<file path="src/rtl/mem_access_stage.sv">
// Memory-access pipeline stage between EX and WB: request/acknowledge data-memory bus,
// byte enables, store lane replication, load extraction. Optional macro: MEM_MISALIGN_TRAP_EN.
module mem_access_stage #(
    parameter int XLEN = 32,
    parameter int RD_W = 5,
    parameter int BE_W = XLEN / 8
) (
    input  logic            CLK,
    input  logic            RST,
    input  logic            EX_VALID,
    input  logic [2:0]      EX_FUNC3,
    input  logic            EX_WRITE_ENABLE,
    input  logic            EX_DATA_MEM_SELECT,
    input  logic            EX_MEM_WRITE,
    input  logic            EX_MEM_READ,
    input  logic [XLEN-1:0] EX_ALU_RESULT,
    input  logic [XLEN-1:0] EX_READ_DATA2,
    input  logic [RD_W-1:0] EX_RD,
    output logic            MEM_STALL,
    output logic            DM_REQ,
    output logic            DM_WE,
    output logic [XLEN-1:0] DM_ADDR,
    output logic [XLEN-1:0] DM_WDATA,
    output logic [BE_W-1:0] DM_BE,
    input  logic            DM_ACK,
    input  logic [XLEN-1:0] DM_RDATA,
    output logic            WB_VALID,
    output logic            WB_WRITE_ENABLE,
    output logic            WB_DATA_MEM_SELECT,
    output logic [XLEN-1:0] WB_ALU_RESULT,
    output logic [XLEN-1:0] WB_LOAD_DATA,
    output logic [RD_W-1:0] WB_RD
`ifdef MEM_MISALIGN_TRAP_EN
    ,
    output logic            WB_MISALIGN
`endif
);

    localparam int         OFF_W   = $clog2(BE_W);
    localparam logic [1:0] LG_FULL = 2'(OFF_W);

    typedef enum logic [0:0] {
        ST_IDLE = 1'b0,
        ST_REQ  = 1'b1
    } state_t;

    // Access size as log2(bytes); unknown codes fall back to a full-width access.
    function automatic logic [1:0] size_lg(input logic [2:0] f3);
        logic [1:0] lg;
        case (f3)
            3'b000, 3'b100: lg = 2'd0;
            3'b001, 3'b101: lg = 2'd1;
            3'b010:         lg = 2'd2;
            3'b110:         lg = (XLEN == 64) ? 2'd2 : LG_FULL;
            3'b011:         lg = (XLEN == 64) ? 2'd3 : LG_FULL;
            default:        lg = LG_FULL;
        endcase
        return lg;
    endfunction

    function automatic logic [OFF_W-1:0] align_off(input logic [OFF_W-1:0] off, input logic [1:0] lg);
        logic [OFF_W-1:0] mask;
        mask = {OFF_W{1'b1}} << lg;
        return off & mask;
    endfunction

    function automatic logic [BE_W-1:0] be_gen(input logic [OFF_W-1:0] off_al, input logic [1:0] lg);
        logic [BE_W-1:0] ones;
        ones = ~({BE_W{1'b1}} << (1 << lg));
        return ones << off_al;
    endfunction

    function automatic logic [XLEN-1:0] replicate(input logic [XLEN-1:0] data, input logic [1:0] lg);
        logic [XLEN-1:0] r;
        r = data;
        case (lg)
            2'd0: for (int i = 0; i < BE_W; i++) r[i*8 +: 8] = data[7:0];
            2'd1: for (int i = 0; i < BE_W / 2; i++) r[i*16 +: 16] = data[15:0];
            2'd2: for (int i = 0; i < XLEN / 32; i++) r[i*32 +: 32] = data[31:0];
            default: r = data;
        endcase
        return r;
    endfunction

    function automatic logic [XLEN-1:0] load_extract(input logic [XLEN-1:0] rdata,
                                                     input logic [OFF_W-1:0] off_al,
                                                     input logic [1:0] lg, input logic uns);
        logic [XLEN-1:0] sh;
        logic [XLEN-1:0] r;
        sh = rdata >> {off_al, 3'b000};
        case (lg)
            2'd0:    r = uns ? XLEN'(sh[7:0])  : XLEN'($signed(sh[7:0]));
            2'd1:    r = uns ? XLEN'(sh[15:0]) : XLEN'($signed(sh[15:0]));
            2'd2:    r = uns ? XLEN'(sh[31:0]) : XLEN'($signed(sh[31:0]));
            default: r = sh;
        endcase
        return r;
    endfunction

    state_t           state_r, state_nx_s;
    logic             ex_mem_s, accept_s, mem_stall_s, wb_load_ex_s, wb_load_ack_s, trap_s;
    logic [1:0]       ex_lg_s;
    logic [OFF_W-1:0] ex_off_s, ex_off_al_s;

    logic             dm_we_r;
    logic [XLEN-1:0]  dm_addr_r, dm_wdata_r, req_alu_r;
    logic [BE_W-1:0]  dm_be_r;
    logic [OFF_W-1:0] req_off_r;
    logic [1:0]       req_lg_r;
    logic             req_uns_r, req_we_r, req_dms_r;
    logic [RD_W-1:0]  req_rd_r;

    logic             wb_valid_r, wb_we_r, wb_dms_r;
    logic [XLEN-1:0]  wb_alu_r, wb_load_r;
    logic [RD_W-1:0]  wb_rd_r;

    assign ex_mem_s    = EX_VALID & (EX_MEM_READ | EX_MEM_WRITE);
    assign ex_lg_s     = size_lg(EX_FUNC3);
    assign ex_off_s    = EX_ALU_RESULT[OFF_W-1:0];
    assign ex_off_al_s = align_off(ex_off_s, ex_lg_s);

    // Next-state and stall/capture decode.
    always_comb begin
        state_nx_s    = state_r;
        accept_s      = 1'b0;
        mem_stall_s   = 1'b0;
        wb_load_ex_s  = 1'b0;
        wb_load_ack_s = 1'b0;
        trap_s        = 1'b0;
        case (state_r)
            ST_IDLE: begin
                if (ex_mem_s) begin
`ifdef MEM_MISALIGN_TRAP_EN
                    if (ex_off_s != ex_off_al_s) begin
                        trap_s = 1'b1;
                    end else begin
                        accept_s    = 1'b1;
                        mem_stall_s = 1'b1;
                        state_nx_s  = ST_REQ;
                    end
`else
                    accept_s    = 1'b1;
                    mem_stall_s = 1'b1;
                    state_nx_s  = ST_REQ;
`endif
                end else begin
                    wb_load_ex_s = 1'b1;
                end
            end
            ST_REQ: begin
                if (DM_ACK) begin
                    wb_load_ack_s = 1'b1;
                    state_nx_s    = ST_IDLE;
                end else begin
                    mem_stall_s = 1'b1;
                end
            end
            default: state_nx_s = ST_IDLE;
        endcase
    end

    // State register.
    always_ff @(posedge CLK) begin
        if (!RST) state_r <= ST_IDLE;
        else      state_r <= state_nx_s;
    end

    // Request registers: bus fields are precomputed at acceptance so they stay stable until ack.
    always_ff @(posedge CLK) begin
        if (!RST) begin
            dm_we_r    <= 1'b0;
            dm_addr_r  <= '0;
            dm_wdata_r <= '0;
            dm_be_r    <= '0;
            req_off_r  <= '0;
            req_lg_r   <= 2'd0;
            req_uns_r  <= 1'b0;
            req_we_r   <= 1'b0;
            req_dms_r  <= 1'b0;
            req_alu_r  <= '0;
            req_rd_r   <= '0;
        end else if (accept_s) begin
            dm_we_r    <= EX_MEM_WRITE;
            dm_addr_r  <= {EX_ALU_RESULT[XLEN-1:OFF_W], {OFF_W{1'b0}}};
            dm_wdata_r <= replicate(EX_READ_DATA2, ex_lg_s);
            dm_be_r    <= be_gen(ex_off_al_s, ex_lg_s);
            req_off_r  <= ex_off_al_s;
            req_lg_r   <= ex_lg_s;
            req_uns_r  <= EX_FUNC3[2];
            req_we_r   <= EX_WRITE_ENABLE;
            req_dms_r  <= EX_DATA_MEM_SELECT;
            req_alu_r  <= EX_ALU_RESULT;
            req_rd_r   <= EX_RD;
        end
    end

    // MEM/WB boundary registers.
    always_ff @(posedge CLK) begin
        if (!RST) begin
            wb_valid_r <= 1'b0;
            wb_we_r    <= 1'b0;
            wb_dms_r   <= 1'b0;
            wb_alu_r   <= '0;
            wb_load_r  <= '0;
            wb_rd_r    <= '0;
        end else if (wb_load_ack_s) begin
            wb_valid_r <= 1'b1;
            wb_we_r    <= req_we_r;
            wb_dms_r   <= req_dms_r;
            wb_alu_r   <= req_alu_r;
            wb_load_r  <= dm_we_r ? '0 : load_extract(DM_RDATA, req_off_r, req_lg_r, req_uns_r);
            wb_rd_r    <= req_rd_r;
        end else if (trap_s) begin
            wb_valid_r <= 1'b1;
            wb_we_r    <= 1'b0;
            wb_dms_r   <= EX_DATA_MEM_SELECT;
            wb_alu_r   <= EX_ALU_RESULT;
            wb_load_r  <= '0;
            wb_rd_r    <= EX_RD;
        end else if (wb_load_ex_s) begin
            wb_valid_r <= EX_VALID;
            wb_we_r    <= EX_WRITE_ENABLE;
            wb_dms_r   <= EX_DATA_MEM_SELECT;
            wb_alu_r   <= EX_ALU_RESULT;
            wb_load_r  <= '0;
            wb_rd_r    <= EX_RD;
        end else begin
            wb_valid_r <= 1'b0;
        end
    end

`ifdef MEM_MISALIGN_TRAP_EN
    logic wb_misalign_r;

    // Misalignment flag travels with the trapped instruction only.
    always_ff @(posedge CLK) begin
        if (!RST) wb_misalign_r <= 1'b0;
        else      wb_misalign_r <= trap_s;
    end

    assign WB_MISALIGN = wb_misalign_r;
`endif

    assign MEM_STALL          = mem_stall_s;
    assign DM_REQ             = (state_r == ST_REQ);
    assign DM_WE              = dm_we_r;
    assign DM_ADDR            = dm_addr_r;
    assign DM_WDATA           = dm_wdata_r;
    assign DM_BE              = dm_be_r;
    assign WB_VALID           = wb_valid_r;
    assign WB_WRITE_ENABLE    = wb_we_r;
    assign WB_DATA_MEM_SELECT = wb_dms_r;
    assign WB_ALU_RESULT      = wb_alu_r;
    assign WB_LOAD_DATA       = wb_load_r;
    assign WB_RD              = wb_rd_r;

endmodule
</file>
<file path="config.mk">
export PLATFORM = sky130hd
export DESIGN_NAME = mem_access_stage
export DESIGN_NICKNAME = d
export VERILOG_FILES = /design/src/rtl/mem_access_stage.sv
export SDC_FILE = /design/constraint.sdc
export NUM_CORES = 1
export LEC_CHECK = 0
export ABC_CLOCK_PERIOD_IN_PS = 2100
export CORE_ASPECT_RATIO = 0.7
export CORE_MARGIN = 5
export CORE_UTILIZATION = 40
export CTS_BUF_LIST = sky130_fd_sc_hd__clkbuf_16
export CTS_CLUSTER_DIAMETER = 60
export CTS_CLUSTER_SIZE = 16
export DETAILED_ROUTE_END_ITERATION = 12
export PLACE_DENSITY_LB_ADDON = 0.1
export SYNTH_ARGS = -nofsm -noshare
export SYNTH_HDL_FRONTEND = slang
export SYNTH_SLANG_ARGS = --single-unit
</file>
<file path="constraint.sdc">
create_clock -name CLK -period 2.1 [get_ports CLK]
set_clock_uncertainty 0.05 [all_clocks]
set_input_delay 0.315 -clock CLK [delete_from_list [all_inputs] [get_ports CLK]]
set_output_delay 0.315 -clock CLK [all_outputs]
set_load 0.005 [all_outputs]
</file>
======== After elaboration in Yosys (flattened, before gate mapping) ========
Cells that the tools add are included.
cells by class
  eq/ne operators ......................... 5
  shifts and indexed selects .............. 5
  mux-type cells .......................... 26
  bitwise logic cells ..................... 5
  reductions and logical operators ........ 6
operators with widths
  kind                                               number
  two-way mux 32 bit                                 7
  one-hot mux 32 bit (2 select lines)                2
  left shift 1 x 2 -> 32 bit (first input constant)  1
  left shift 4 x 32 -> 4 bit (first input constant)  1
  >> shifter 32 x 5 -> 32 bit                        1
  two-way mux 1 bit                                  13
  two-way mux 5 bit                                  2
  == test 3 bit (second input constant)              2
  == test 2 x 1 -> 1 bit (second input constant)     2
  logical NOT 2 bit                                  2
  inverter 4 bit                                     1
  one-hot mux 2 bit (2 select lines)                 1
  OR reduction 2 bit                                 2
  left shift 4 x 2 -> 4 bit                          1
  == test 3 x 1 -> 1 bit (second input constant)     1
  logical NOT 3 bit                                  1
  AND 2 bit                                          1
  one-hot mux 1 bit (2 select lines)                 1
  nonzero test 2 bit                                 1
  left shift 2 x 2 -> 2 bit (first input constant)   1
  AND 1 bit                                          1
  inverter 1 bit                                     1
  OR 1 bit                                           1
storage, ports and cells
  register bits ........................... 184
  input bits .............................. 112
  output and inout bits ................... 143
  word-level logic and storage cells ...... 65

======== Longest topological paths before layout ========
  word-level depth ........................ 7
  mapped depth ............................ 7

======== Worst setup path before layout ========
OpenSTA, ideal clock, no wires.
  kind .................................... reg2reg
  start point ............................. register req_off_r[1]
  end point ............................... register wb_load_r[21], in the netlist WB_LOAD_DATA[21]
  arrival ................................. 1.470 ns
  required time ........................... 1.928 ns
  slack ................................... 0.458 ns
  cell stages (with the launch flop) ...... 7
  buffers on the path ..................... 2
  period minus slack after synthesis ...... 1.642 ns
  path through ............................ dfxtp_1 > buf_6 > mux2_4 > a31oi_4 > a31oi_4 > buf_6 > a221o_1
between the ends
  longest elaborated chain between the ends .. 5
RTL lines
  what                                   RTL line  text
  from (decl)                            108       logic [OFF_W-1:0] req_off_r;
  from (signal assigned)                 187       req_off_r <= ex_off_al_s;
  >> shifter 32 x 5 -> 32 bit *          90        sh = rdata >> {off_al, 3'b000};
  two-way mux 32 bit (on tied branches)  93, 92
  one-hot mux 32 bit (2 select lines) *  91        case (lg)
  two-way mux 32 bit *                   211       wb_load_r <= dm_we_r ? '0 : load_extract(DM_RDATA, req_off_r, req_lg_r, req_uns_r);
  two-way mux 32 bit *                   206       end else if (wb_load_ack_s) begin
  to (signal assigned)                   211
  to (decl)                              114       logic [XLEN-1:0] wb_alu_r, wb_load_r;
Mark *: on every way between the ends. The rest lies on a longest branch, timed or not.
A chain may end at the register's enable or synchronous reset.

======== Worst setup path in the final report ========
  start point ............................. register state_r, in the netlist DM_REQ
  end point ............................... output DM_REQ
RTL lines
  what                    RTL line  text
  from (decl)             100       state_t state_r, state_nx_s;
  from (signal assigned)  165       else state_r <= state_nx_s;
  to (decl)               20        output logic DM_REQ,
No word-level cell between the ends.

==> summary.md <==
| Metric | Value |
|---|---|
| Status | complete, no violations |
| PD cells | 754.6 nW/um^2 |
| All-layer global routing usage | 21.23% |
| Combinational group share of total power | 18.4% |
| Fillcell total | 1,487 |
| Clk buf depth | 2 |
| Crit path max fanout | 5 |
| WL/cell | 16.81 um |
| Hold_ws | 404.8 ps |
| DRT Pass-1 Iters | 5 |
| Nets@finish | 1,135 |
| Core area | 16,440 um^2 |
| Top FF cell, synth | dfxtp_1 |
| Worst EP required | 1740 ps |
| Port Buffer Count | 252 |
| Sequential area share after synthesis | 45.66% |
| Die span in x | 165.3 um |
| Hold_buf cts | 0 |
| Area leader, netlist | dfxtp_1 |
| Fmax | 541.4 MHz |
| Worst-path clk slew | 60 ps |
| Post-route DRC | 0 |
| Synthesized cell area | 6751 um^2 |
| Peak supply drop | 0.0003856 V |
| Sequential share of power | 42.7% |
| Total grt overflow | 0 |
| Height of the die | 118.7 um |
| RD Place Congestion | 0.8318 |
| Kind of start point of the critical path | flop |
| Synthesized flop and latch total | 154 |
| Synthesis Warnings | 0 |
| Dpl cells | 1,229 |
| Crit Path Class | flop to output pin |
| Die ar. | 19,620 um^2 |
| Tightest Pin Transition | 608.1 ps |
| Fraction of registers with async set/reset | 0% |
| Vias | 6,388 |
| First-pass GRT wire length | 33,480 um |
| Net Sw Power | 1.969 mW |
| Yosys top cell area share | 45.66% |
| DRT iter0 DRCs | 523 |
| CTS Sinks | 154 |
| Clock network power share | 38.9% |
| Number of synthesized flops with an enable pin | 0 |
| Routed Antenna Nets | 0 |
| Cell variety after synth | 39 |
| DP HPWL | 15,030 um |
| Worst-path cell chain | buf_4, clkdlybuf4s50_1 |
| Final Max Tran Viols | 0 |
| Slowest cell on crit path | clkdlybuf4s50_1 |
| R2r setup slk | 260 ps |
| Area Overhead vs Synth | 48.87% |
| Setup crit end kind | output pin |
| Clk_lat worst skew | 420 ps |
| Routed WL | 21,170 um |
| Switch share | 25.96% |
| # IOs | 255 |
| Commonest cells in the netlist | 215 x nand2_1, 154 x dfxtp_1, 76 x a21oi_1 |
| Post-Syn Area per Cell | 8.325 um^2 |
| Share of cells above drive strength 1 | 8.897% |
| Final std cells w/o fill | 1,259 |
| Pleak | 3.752 nW |
| Post-route clock period utilization | 87.95% |
| Initial antenna violation count | 0 |
| Top cells by area, synth | dfxtp_1 46%, nand2_1 12%, a311oi_1 6.2% |
| Worst EP arrival | 1480 ps |
| Initial Utilization | 41.06% |
| CP top delay family | buffers and inverters |
| Vias in the first global route | 6,015 |
| Hold Vio Cnt, Final | 0 |
| RSZ-0062 raised after global routing | false |
| Num CTS Buffers | 17 |
| Rel. slew slack | 59.38% |
| Avg Vias per Cell | 5.074 |
| Max-capacitance violation count | 0 |
| Antenna Cells | 0 |
| Final core utilization | 61.12% |
| Worst Hold Class | flop to flop |
| CP peak stage delay | 530 ps |
| Cell Rows | 39 |
| Fin crit period | 1847 ps |
| H-tree levels | 4 |
| Pin count of the biggest net entering global routing | 61 |
| Final setup violating endpoints | 0 |
| Design internal power | 5.616 mW |
| CTS tree | yes |
| Cells after Synth | 811 |
| Root Driver | clkbuf_16 |
| Most frequent cell after synthesis | nand2_1 |
| CP Buf/Inv Count | 2 |
==> per-stage QoR <==
stage	power (mW)	instance area [um^2]	TNS, ps	setup WS (ps)
CTS	7.651	10050	0	7.221
global route	7.953	10050	0	166.6
finish	7.584	10050	0	253.0
detailed placement	4.699	9487	-491.9	-71.98
floorplan	3.903	6755	0	458.4
global placement	4.691	9487	-0.4241	-0.4241
==> state kept, by name, summed over array words and instances (netlist names), 2 cells and up <==
signal	count
DM_BE	4
DM_WDATA	32
WB_ALU_RESULT	32
WB_LOAD_DATA	32
WB_RD	5
req_alu_r	32
req_lg_r	2
req_off_r	2
req_rd_r	5
==> cells by family after synthesis <==
group | after synthesis | synth area share [%]
and+or+nand+nor | 305 | 18.37
DFF | 154 | 45.66
muxes | 41 | 6.653
other | 1 | 0.05554
AOI/OAI and AO/OA | 203 | 20.85
buffers and inverters | 107 | 8.414
==> final cells by class <==
| cell class | instances | area [um^2] | share of cell area (%) |
|---|---|---|---|
| Multi-Input combinational cell | 551 | 3124 | 31.08 |
| Sequential cell | 154 | 3087 | 30.71 |
| Timing Repair Buffer | 291 | 2968 | 29.53 |
| Clock buffer | 17 | 425.4 | 4.233 |
| Tap cell | 225 | 281.5 | 2.801 |
| Clock inverter | 13 | 130.1 | 1.295 |
| Inverter | 8 | 35.03 | 0.3486 |
==> worst register-to-register path: stages (launching register included) <==
cell and delay [ps]:
dfxtp_1 550, mux2_4 380, a31oi_4 210, a31oi_4 110
buf_12 160, a221o_1 270
==> per-layer routing <==
layer	part of all wire (%)	vias to the layer above	wire [um]	global-route usage (%)
met5	0	-	0	0
met4	2.1	0	447	6.182
met3	8.6	29	1812	7.098
met2	42	206	8979	30.76
met1	47	2941	9927	29.98
li1	-	3212	-	-
==> power groups by stage <==
stage	clock [mW]	combinational, mW	sequential [mW]
CTS	3.01	1.41	3.24
global placement	0	1.39	3.30
global route	3.16	1.52	3.26
floorplan	0	0.617	3.29
finish	2.95	1.39	3.24
detailed placement	0	1.40	3.30
==> cell usage in the layout, fill, tap and decap left out, types with 7 or more instances in the layout <==
| master | instances |
|---|---|
| nor2_1 | 68 |
| nand3b_1 | 8 |
| a221o_1 | 16 |
| clkbuf_16 | 17 |
| o21ai_0 | 30 |
| mux2i_1 | 31 |
| nand2_1 | 214 |
| a311oi_1 | 48 |
| mux2_2 | 7 |
| clkdlybuf4s50_1 | 251 |
| buf_4 | 27 |
| dfxtp_1 | 153 |
| o2bb2ai_1 | 15 |
| a211oi_1 | 9 |
| buf_12 | 12 |
| a21oi_1 | 76 |
==> worst paths after layout <==
kind,startpoint,endpoint,cells after the start
worst max-delay path,DM_REQ,DM_REQ,2
worst min-delay path,DM_WDATA[24],DM_WDATA[24],2
worst max register to register,req_off_r[1],WB_LOAD_DATA[23],5
worst min register to register,DM_WDATA[24],DM_WDATA[24],2
==> repair_timing <==
item / 4_1_cts / 5_1_grt
setup buffers: 0 / 0
setup endpoints to repair: 1 / 1
hold endpoints to repair: 0 / 0
gates resized for setup: 3 / 1
Note: power is estimated with default switching activity, not from simulation.
